**src/rtl/convex_point_sorter.sv**
```systemverilog
// Counter-clockwise vertex sorter: ranks N anchor-relative points by cross-product counts and streams them out.
// Optional feature: define POLY_AREA_EN to build the twice-area accumulator driving out_area2.
//
// state   | meaning
// S_LOAD  | accept N points, in_ready high
// S_VEC   | form anchor-relative vectors
// S_CROSS | N*N pairwise cross products, count clockwise/tied neighbours
// S_RANK  | scatter indices into output order
// S_EMIT  | stream sorted points with valid/ready
module convex_point_sorter #(
   parameter int N = 6,
   parameter int W = 8
) (
   input  logic                       clk,
   input  logic                       reset,
   input  logic                       in_valid,
   input  logic [W-1:0]               in_x,
   input  logic [W-1:0]               in_y,
   output logic                       in_ready,
   output logic                       out_valid,
   input  logic                       out_ready,
   output logic [W-1:0]               out_x,
   output logic [W-1:0]               out_y,
   output logic [$clog2(N)-1:0]       out_idx,
   output logic                       out_last,
   output logic                       busy,
   output logic [2*W+2+$clog2(N):0]   out_area2
);

   localparam int IW = $clog2(N);
   localparam int CW = $clog2(2*N+1);
   localparam int DW = W+1;
   localparam int PW = 2*W+3;
   localparam int AW = 2*W+3+IW;
   localparam logic [IW-1:0] LAST = IW'(N-1);

   typedef enum logic [2:0] {S_LOAD, S_VEC, S_CROSS, S_RANK, S_EMIT} state_t;
   state_t state, state_nx;

   logic [W-1:0]          px    [N];
   logic [W-1:0]          py    [N];
   logic signed [DW-1:0]  dx    [N];
   logic signed [DW-1:0]  dy    [N];
   logic [CW-1:0]         neg   [N];
   logic [CW-1:0]         tie   [N];
   logic [IW-1:0]         order [N];
   logic [IW-1:0]         order_c [N];
   logic [IW-1:0]         cnt, k, j, e, e_nx;
   logic                  accept_in, accept_out;
   logic signed [PW-1:0]  c_kj;

   function automatic logic signed [PW-1:0] cross2(input logic signed [DW-1:0] ax, ay, bx, by);
      return PW'(ax) * PW'(by) - PW'(bx) * PW'(ay);
   endfunction

   assign accept_in  = in_valid && in_ready;
   assign accept_out = out_valid && out_ready;
   assign c_kj       = cross2(dx[k], dy[k], dx[j], dy[j]);
   assign e_nx       = (e == LAST) ? '0 : e + 1'b1;

   // Point k lands after the anchor, past every point clockwise of it and every earlier tie.
   always_comb begin
      for (int p = 0; p < N; p++) order_c[p] = '0;
      for (int p = 1; p < N; p++)
         for (int m = 1; m < N; m++)
            if (CW'(1) + neg[m] + tie[m] == CW'(p)) order_c[p] = IW'(m);
   end

   always_comb begin
      state_nx = state;
      case (state)
         S_LOAD:  if (accept_in && cnt == LAST) state_nx = S_VEC;
         S_VEC:   state_nx = S_CROSS;
         S_CROSS: if (k == LAST && j == LAST) state_nx = S_RANK;
         S_RANK:  state_nx = S_EMIT;
         S_EMIT:  if (accept_out && e == LAST) state_nx = S_LOAD;
         default: state_nx = S_LOAD;
      endcase
   end

   always_ff @(posedge clk or posedge reset) begin
      if (reset) state <= S_LOAD;
      else       state <= state_nx;
   end

   always_ff @(posedge clk or posedge reset) begin
      if (reset) begin
         for (int i = 0; i < N; i++) begin
            px[i] <= '0;  py[i] <= '0;  dx[i] <= '0;  dy[i] <= '0;
            neg[i] <= '0; tie[i] <= '0; order[i] <= '0;
         end
         cnt <= '0; k <= '0; j <= '0; e <= '0;
         in_ready  <= 1'b1;
         busy      <= 1'b0;
         out_valid <= 1'b0;
         out_x     <= '0;
         out_y     <= '0;
         out_idx   <= '0;
         out_last  <= 1'b0;
      end else begin
         in_ready  <= (state_nx == S_LOAD);
         busy      <= (state_nx != S_LOAD);
         out_valid <= (state_nx == S_EMIT);
         case (state)
            S_LOAD: if (accept_in) begin
               px[cnt] <= in_x;
               py[cnt] <= in_y;
               cnt     <= (cnt == LAST) ? '0 : cnt + 1'b1;
            end
            S_VEC: for (int i = 0; i < N; i++) begin
               dx[i] <= $signed({1'b0, px[i]}) - $signed({1'b0, px[0]});
               dy[i] <= $signed({1'b0, py[i]}) - $signed({1'b0, py[0]});
            end
            S_CROSS: begin
               if (c_kj[PW-1])                                tie[k] <= tie[k];
               if (c_kj[PW-1])                                neg[k] <= neg[k] + 1'b1;
               else if (c_kj == '0 && j != '0 && j < k)       tie[k] <= tie[k] + 1'b1;
               if (j == LAST) begin
                  j <= '0;
                  k <= (k == LAST) ? '0 : k + 1'b1;
               end else begin
                  j <= j + 1'b1;
               end
            end
            S_RANK: begin
               for (int i = 0; i < N; i++) order[i] <= order_c[i];
               out_x    <= px[0];
               out_y    <= py[0];
               out_idx  <= '0;
               out_last <= 1'b0;
               e        <= '0;
            end
            S_EMIT: if (accept_out) begin
               if (e == LAST) begin
                  for (int i = 0; i < N; i++) begin
                     px[i] <= '0;  py[i] <= '0;  dx[i] <= '0;  dy[i] <= '0;
                     neg[i] <= '0; tie[i] <= '0; order[i] <= '0;
                  end
                  cnt <= '0; k <= '0; j <= '0; e <= '0;
                  out_last <= 1'b0;
               end else begin
                  e        <= e_nx;
                  out_x    <= px[order[e_nx]];
                  out_y    <= py[order[e_nx]];
                  out_idx  <= order[e_nx];
                  out_last <= (e_nx == LAST);
               end
            end
            default: ;
         endcase
      end
   end

`ifdef POLY_AREA_EN
   logic signed [AW-1:0] acc, area_q;
   logic signed [PW-1:0] c_emit;

   assign c_emit = cross2(dx[order[e]], dy[order[e]], dx[order[e_nx]], dy[order[e_nx]]);

   // The closing edge back to the anchor contributes nothing, so the total is latched one beat early.
   always_ff @(posedge clk or posedge reset) begin
      if (reset) begin
         acc    <= '0;
         area_q <= '0;
      end else if (state == S_RANK) begin
         acc <= '0;
      end else if (state == S_EMIT && accept_out) begin
         acc <= acc + AW'(c_emit);
         if (e_nx == LAST) area_q <= acc + AW'(c_emit);
      end
   end

   assign out_area2 = area_q;
`else
   assign out_area2 = '0;
`endif

endmodule

```
**config.mk**
```make
export PLATFORM = sky130hd
export DESIGN_NAME = convex_point_sorter
export DESIGN_NICKNAME = d
export VERILOG_FILES = /design/src/rtl/convex_point_sorter.sv
export SDC_FILE = /design/constraint.sdc
export NUM_CORES = 2
export LEC_CHECK = 0
export ABC_CLOCK_PERIOD_IN_PS = 11140
export BUFFER_PORTS_ARGS = -buffer_cell sky130_fd_sc_hd__buf_4
export CORE_ASPECT_RATIO = 0.7
export CORE_MARGIN = 10
export CORE_UTILIZATION = 60
export CTS_CLUSTER_DIAMETER = 80
export DETAILED_ROUTE_END_ITERATION = 12
export PLACE_DENSITY = 0.77
export SLEW_MARGIN = 40
export SYNTH_ARGS = -nofsm -noshare
export SYNTH_HDL_FRONTEND = slang
export SYNTH_SLANG_ARGS = --single-unit
```
**constraint.sdc**
```tcl
create_clock -name clk -period 11.14 [get_ports clk]
set_clock_uncertainty 0.2 [all_clocks]
set_input_delay 0.557 -clock clk [delete_from_list [all_inputs] [get_ports clk]]
set_output_delay 0.557 -clock clk [all_outputs]
set_load 0.005 [all_outputs]
```
# Word level (Yosys, flattened, before mapping)
# Index checks and enable logic that the tools add are counted.
dict set report totals {
  reg_bits 308
  inputBits 20
  word_cells 278
}
dict set report classes {
  n_addsub 29
  n_mul 2
  n_lt_le_gt_ge 8
  eq_ne 41
  n_mux 113
  n_bitwise 5
  n_reduce_logical 26
}
# op n
set op_table {}
lappend op_table {{$pmux 54 s2} 2}
lappend op_table {{$mux 48} 4}
lappend op_table {{$pmux 48 s2} 2}
lappend op_table {{$mux 24} 7}
lappend op_table {{$mux 3} 37}
lappend op_table {{$bmux 9 s3} 4}
lappend op_table {{$mux 54} 2}
lappend op_table {{$sub 8x8->9} 12}
lappend op_table {{$bwmux 48} 2}
lappend op_table {{$pmux 24 s2} 2}
lappend op_table {{$bwmux 24} 3}
lappend op_table {{$mux 8} 9}
lappend op_table {{$mux 9} 8}
lappend op_table {{$bmux 8 s3} 2}
lappend op_table {{$eq 4x2->1 const B} 10}
lappend op_table {{$eq 4x3->1 const B} 10}
lappend op_table {{$mul 9x9->18} 2}
lappend op_table {{$mux 18} 2}
lappend op_table {{$pmux 18 s2} 1}
lappend op_table {{$pmux 8 s2} 2}
lappend op_table {{$pmux 3 s2} 5}
lappend op_table {{$bmux 4 s3} 2}
lappend op_table {{$demux 8 s3} 1}
lappend op_table {{$eq 3x3->1 const B} 7}
lappend op_table {{27 further kinds} 86}

# Logic depth before layout (Yosys ltp)
dict set report depth {
  depth_word 13
  mapped_depth 33
}

# Worst setup path after synthesis
# OpenSTA, ideal clock, no wires.
dict set report synth_timing {
  kind {register to register}
  startpoint {reg k[0]}
  endpoint {reg tie[4] in the netlist's numbering}
  setup_ns 0.125
  t_arrival_ns 8.908
  t_required_ns 10.815
  slack_ns 1.907
  path_stages_with_launch 29
  n_path_buf 4
  period_less_slack_ns 9.233
  cell_sequence {dfrtp_1 > clkbuf_1 > buf_1 > clkbuf_1 > clkbuf_1 > mux2i_1 > o22ai_1 > nand2_1 > fa_1 > inv_1 > fa_1 > fa_1 > fa_1 > inv_1 > fa_1 > fa_1 > inv_1 > ha_1 > ha_1 > o21ai_0 > a2111oi_4 > o2111ai_1 > nor4_1 > nand4_1 > or4_1 > a2111o_4 > nor3_4 > o21ai_1 > mux2_2}
}
dict set report synth_via {
  elab_chain_len 12
  elab_cells_between_ends 30
  cone_classes {add/sub (2); mul (2); order compare (3); mux (18); bitwise (1); reduce/logical (4)}
}
# item line_no
set synth_lines {}
lappend synth_lines {{start, declared} 48} ;# logic [IW-1:0] cnt, k, j, e, e_nx;
lappend synth_lines {{start signal, assigned} 120} ;# k <= (k == LAST) ? '0 : k + 1'b1;
lappend synth_lines {{$not 3->4 (implied by the code)} {58, 115, 117}}
lappend synth_lines {{$bmux 9 s3 (tied with other cells)} 58} ;# assign c_kj = cross2(dx[k], dy[k], dx[j], dy[j]);
lappend synth_lines {{$mux 9 (implied by the code) / $logic_and 1x1->1 (equally long branches)} {58, 115, 117}}
lappend synth_lines {{$mux 9 (implied by the code) / $mux 4 (equally long branches)} {58, 115, 117}}
lappend synth_lines {{$mul 9x9->18 / $demux 4 s3 (equally long branches)} {53, 115, 117}}
lappend synth_lines {{$sub 18x18->19 / $bwmux 24 (equally long branches)} {53, 115}}
lappend synth_lines {{$logic_not 19->1 / $mux 24 (equally long branches)} {117, 115}}
lappend synth_lines {{$logic_and 1x1->1 / $mux 24 (equally long branches)} {117, 104}}
lappend synth_lines {{$logic_and 1x1->1 / $bwmux 24 (equally long branches)} 117} ;# else if (c_kj == '0 && j != '0 && j < k) tie[k] <= tie[k] + 1'b1;
lappend synth_lines {{$mux 24} 117}
lappend synth_lines {{$mux 24 *} 116} ;# if (c_kj[PW-1]) neg[k] <= neg[k] + 1'b1;
lappend synth_lines {{$pmux 24 s2 *} 104} ;# case (state)
lappend synth_lines {{end signal, assigned by index} 115} ;# if (c_kj[PW-1]) tie[k] <= tie[k];
lappend synth_lines {{end signal, assigned by index} 117}
lappend synth_lines {{end, declared} 45} ;# logic [CW-1:0] tie [N];
# Every way passes the cells marked *; elsewhere a longest branch is shown, timed or not. The select of a mux whose other input is x is not followed.
# A chain may end at the register's enable or synchronous reset.

# Worst setup path in the final report
dict set report layout_timing {
  startpoint {reg k[1]}
  endpoint {reg tie[19] in the netlist's numbering}
}
# The elaborated chain is that of the path after synthesis.

==> impl_metrics.tcl <==
set metrics [dict create \
    dieWidth_um 260 \
    diodes 0 \
    dieArea_um2 48700 \
    relSlewSlack 0.400 \
    yosysUniqueCellTypes 72 \
    cp_common_cell "fa_1" \
    start_kind "flop" \
    layout-drive-gt1-share 0.0931 \
    rsz0062_at_grt "no" \
    final_common_cell "dfrtp_1" \
    core-area_um2 39700 \
    worst_skew_pair.late_latency_ns 0.57 \
    cts_num_sinks 287 \
    io_pins 65 \
    cap_violations 0 \
    drt-initial-drc-count 1997 \
    grt_pass1_vias 19700 \
    ys_async_sr_fraction 1.00 \
    cts_inserted_buffers 28 \
    clockRootBuffer "clkbuf_16" \
    die_h_um 188 \
    avgViaCountPerCell 6.23 \
    gr-usage-all-layers 0.269 \
    worstSetupPathDepth 26 \
    min_period_ns 9.91 \
    maxSlewViolCount 0 \
    reg2reg_depth 26 \
    finalNonFillerCells 3059 \
    worst_pin_slew_ns 0.891 \
    gp_congestion 0.973 \
    worstPathMaxFanout 16 \
    first_pass_iters 6 \
    hold_class "input pin to flop" \
    synth_edf_count 0 \
    hold_violations 0 \
    dp_cells 3002 \
    synth-seq-cells 287 \
    area_growth_pct 8.59 \
    worstPathArrival_ns 10.17 \
    initial_core_util 0.607 \
    path_buf_inv 4 \
    setup_viol 0 \
    max_stage_delay_ns 0.76 \
    hold_depth 3 \
    numPortBuffers 42 \
    layout_common_cells "283 x dfrtp_1, 282 x inv_1, 249 x nand2_1, 194 x fa_1, 190 x o21ai_0" \
    netlist_area_um2 24100 \
    fmax_ghz 0.101 \
    drt-wirelength-per-cell_um 21.2 \
    finalSetupTns_ns 0 \
    cp.required_ns 11.39 \
    rows 61 \
    grt_overflow 0 \
    yosysSeqAreaShare 0.298 \
    yosysWarnings 0 \
    clk_path_buf_depth 3 \
    clk_pin_slew_ns 0.07 \
    crit_family "adder cells" \
    fin_util 0.659 \
    grt_antenna_before_repair 0 \
    worst_setup_path_end_kind "flop" \
    postCtsSetupBuffers 0 \
    postRouteAntennaNets 0 \
    path_class "flop to flop" \
    synth_flop_cell "dfrtp_1" \
    grt_max_degree 151 \
    dp_hpwl_mm 49.7 \
    vias 19000 \
    grt_first_pass_wirelength_mm 106 \
    slowest_stage "dfrtp_1" \
    finalCritPeriodShare 0.890 \
    htreeDepth 1 \
    wl_mm 64.7 \
    nets 2894 \
    netlist_instances 2500 \
    syn_avg_cell_area_um2 9.64 \
    drc 0 \
    run_status "complete, no violations" \
    cts_tree "yes" \
]
[cell type report]
type / instances / area [µm²]
Inverter: 285 / 1080
Tap cell: 535 / 669
Clock inverter: 17 / 354
Timing Repair Buffer: 84 / 676
Multi-Input combinational cell: 1816 / 15400
Fill cell: 3170 / 13500
Sequential cell: 287 / 7190
Clock buffer: 35 / 788
[state kept, by name, indices dropped and copies added, names as in the netlist, 3 cells and up]
signal / flops
py: 48
out_idx: 3
neg: 24
out_y: 8
order: 15
state: 3
dx: 45
tie: 24
cnt: 3
k: 3
dy: 45
out_x: 8
j: 3
px: 48
e: 3
[stage by stage]
step / worst slack, ns / cell area [µm²] / hold slack (ns)
floorplan: 1.91 / 24200 / 0.245
global placement: 1.65 / 24900 / 0.263
detailed placement: 1.35 / 24900 / 0.278
CTS: 1.31 / 26100 / 0.00160
global route: 0.847 / 26200 / 0.0204
finish: 1.23 / 26200 / 0.0153
[synthesized netlist by cell type (all sizes together), types with 6 or more instances]
library cell,n,share of area
clkbuf,92,0.014
inv,284,0.044
mux4,24,0.022
o22ai,22,0.0057
xor2,32,0.012
nor2b,29,0.0075
ha,178,0.092
o2bb2ai,6,0.0022
a21oi,74,0.015
nor2,145,0.023
a22o,60,0.022
dfrtp,286,0.30
xnor2,70,0.026
a221oi,29,0.011
fa,194,0.16
o22a,17,0.0062
and2,9,0.0023
a22oi,25,0.0078
a311oi,14,0.0051
or3,7,0.0018
and3,7,0.0018
buf,41,0.010
o31ai,33,0.010
nor3,22,0.0074
mux2,34,0.016
nand2b,30,0.0078
o21bai,21,0.0065
o21ai,205,0.043
or2,11,0.0029
a21o,63,0.020
nand3,79,0.016
mux2i,48,0.020
o21a,6,0.0019
nand2,251,0.039
nand3b,8,0.0025
[worst paths after layout]
| kind | endpoint | from | slack [ns] |
|---|---|---|---|
| max | tie[19] | k[1] | 1.23 |
| min | px[39] | in_x[7] | 0.02 |
| max reg2reg | tie[19] | k[1] | 1.23 |
| min reg2reg | py[0] | py[0] | 0.29 |
| max in group asynchronous | dx[6] | reset | 9.08 |
| min in group asynchronous | out_idx[2] | reset | 0.39 |
[routing by layer]
| layer | share of wire | wire [µm] | track usage | up-vias |
|---|---|---|---|---|
| li1 | - | - | - | 8545 |
| met3 | 0.095 | 6130 | 0.0546 | 131 |
| met2 | 0.47 | 30500 | 0.436 | 934 |
| met4 | 0.023 | 1460 | 0.0646 | 0 |
| met5 | 0 | 0 | 0.00617 | - |
| met1 | 0.41 | 26600 | 0.365 | 9436 |
[repair_timing]
item                      4_1_cts  5_1_grt
gates resized for setup         0        0
hold endpoints to repair      139        0
hold buffers                    3        0
[logic make-up (layout without fill, tap and decap cells)]
group,Yosys count,in the layout,share of synthesized area
buf+inv,418,421,0.0688
mux,106,106,0.0583
xor+xnor,102,102,0.0379
fa+ha+maj,372,372,0.254
compound gates,598,598,0.165
other cells,1,22,0.000156
simple gates,616,616,0.118
flops,287,287,0.298
[worst min-delay path: cells and delay by family]
kind | cells | cell delay, ns
AOI/OAI and AO/OA | 1 | 0.05
and+or+nand+nor | 1 | 0.04
buffers and inverters | 1 | 0.09
Power is not shown: default switching activity piles up to over one toggle a cycle in this logic, so the estimate is an artifact.
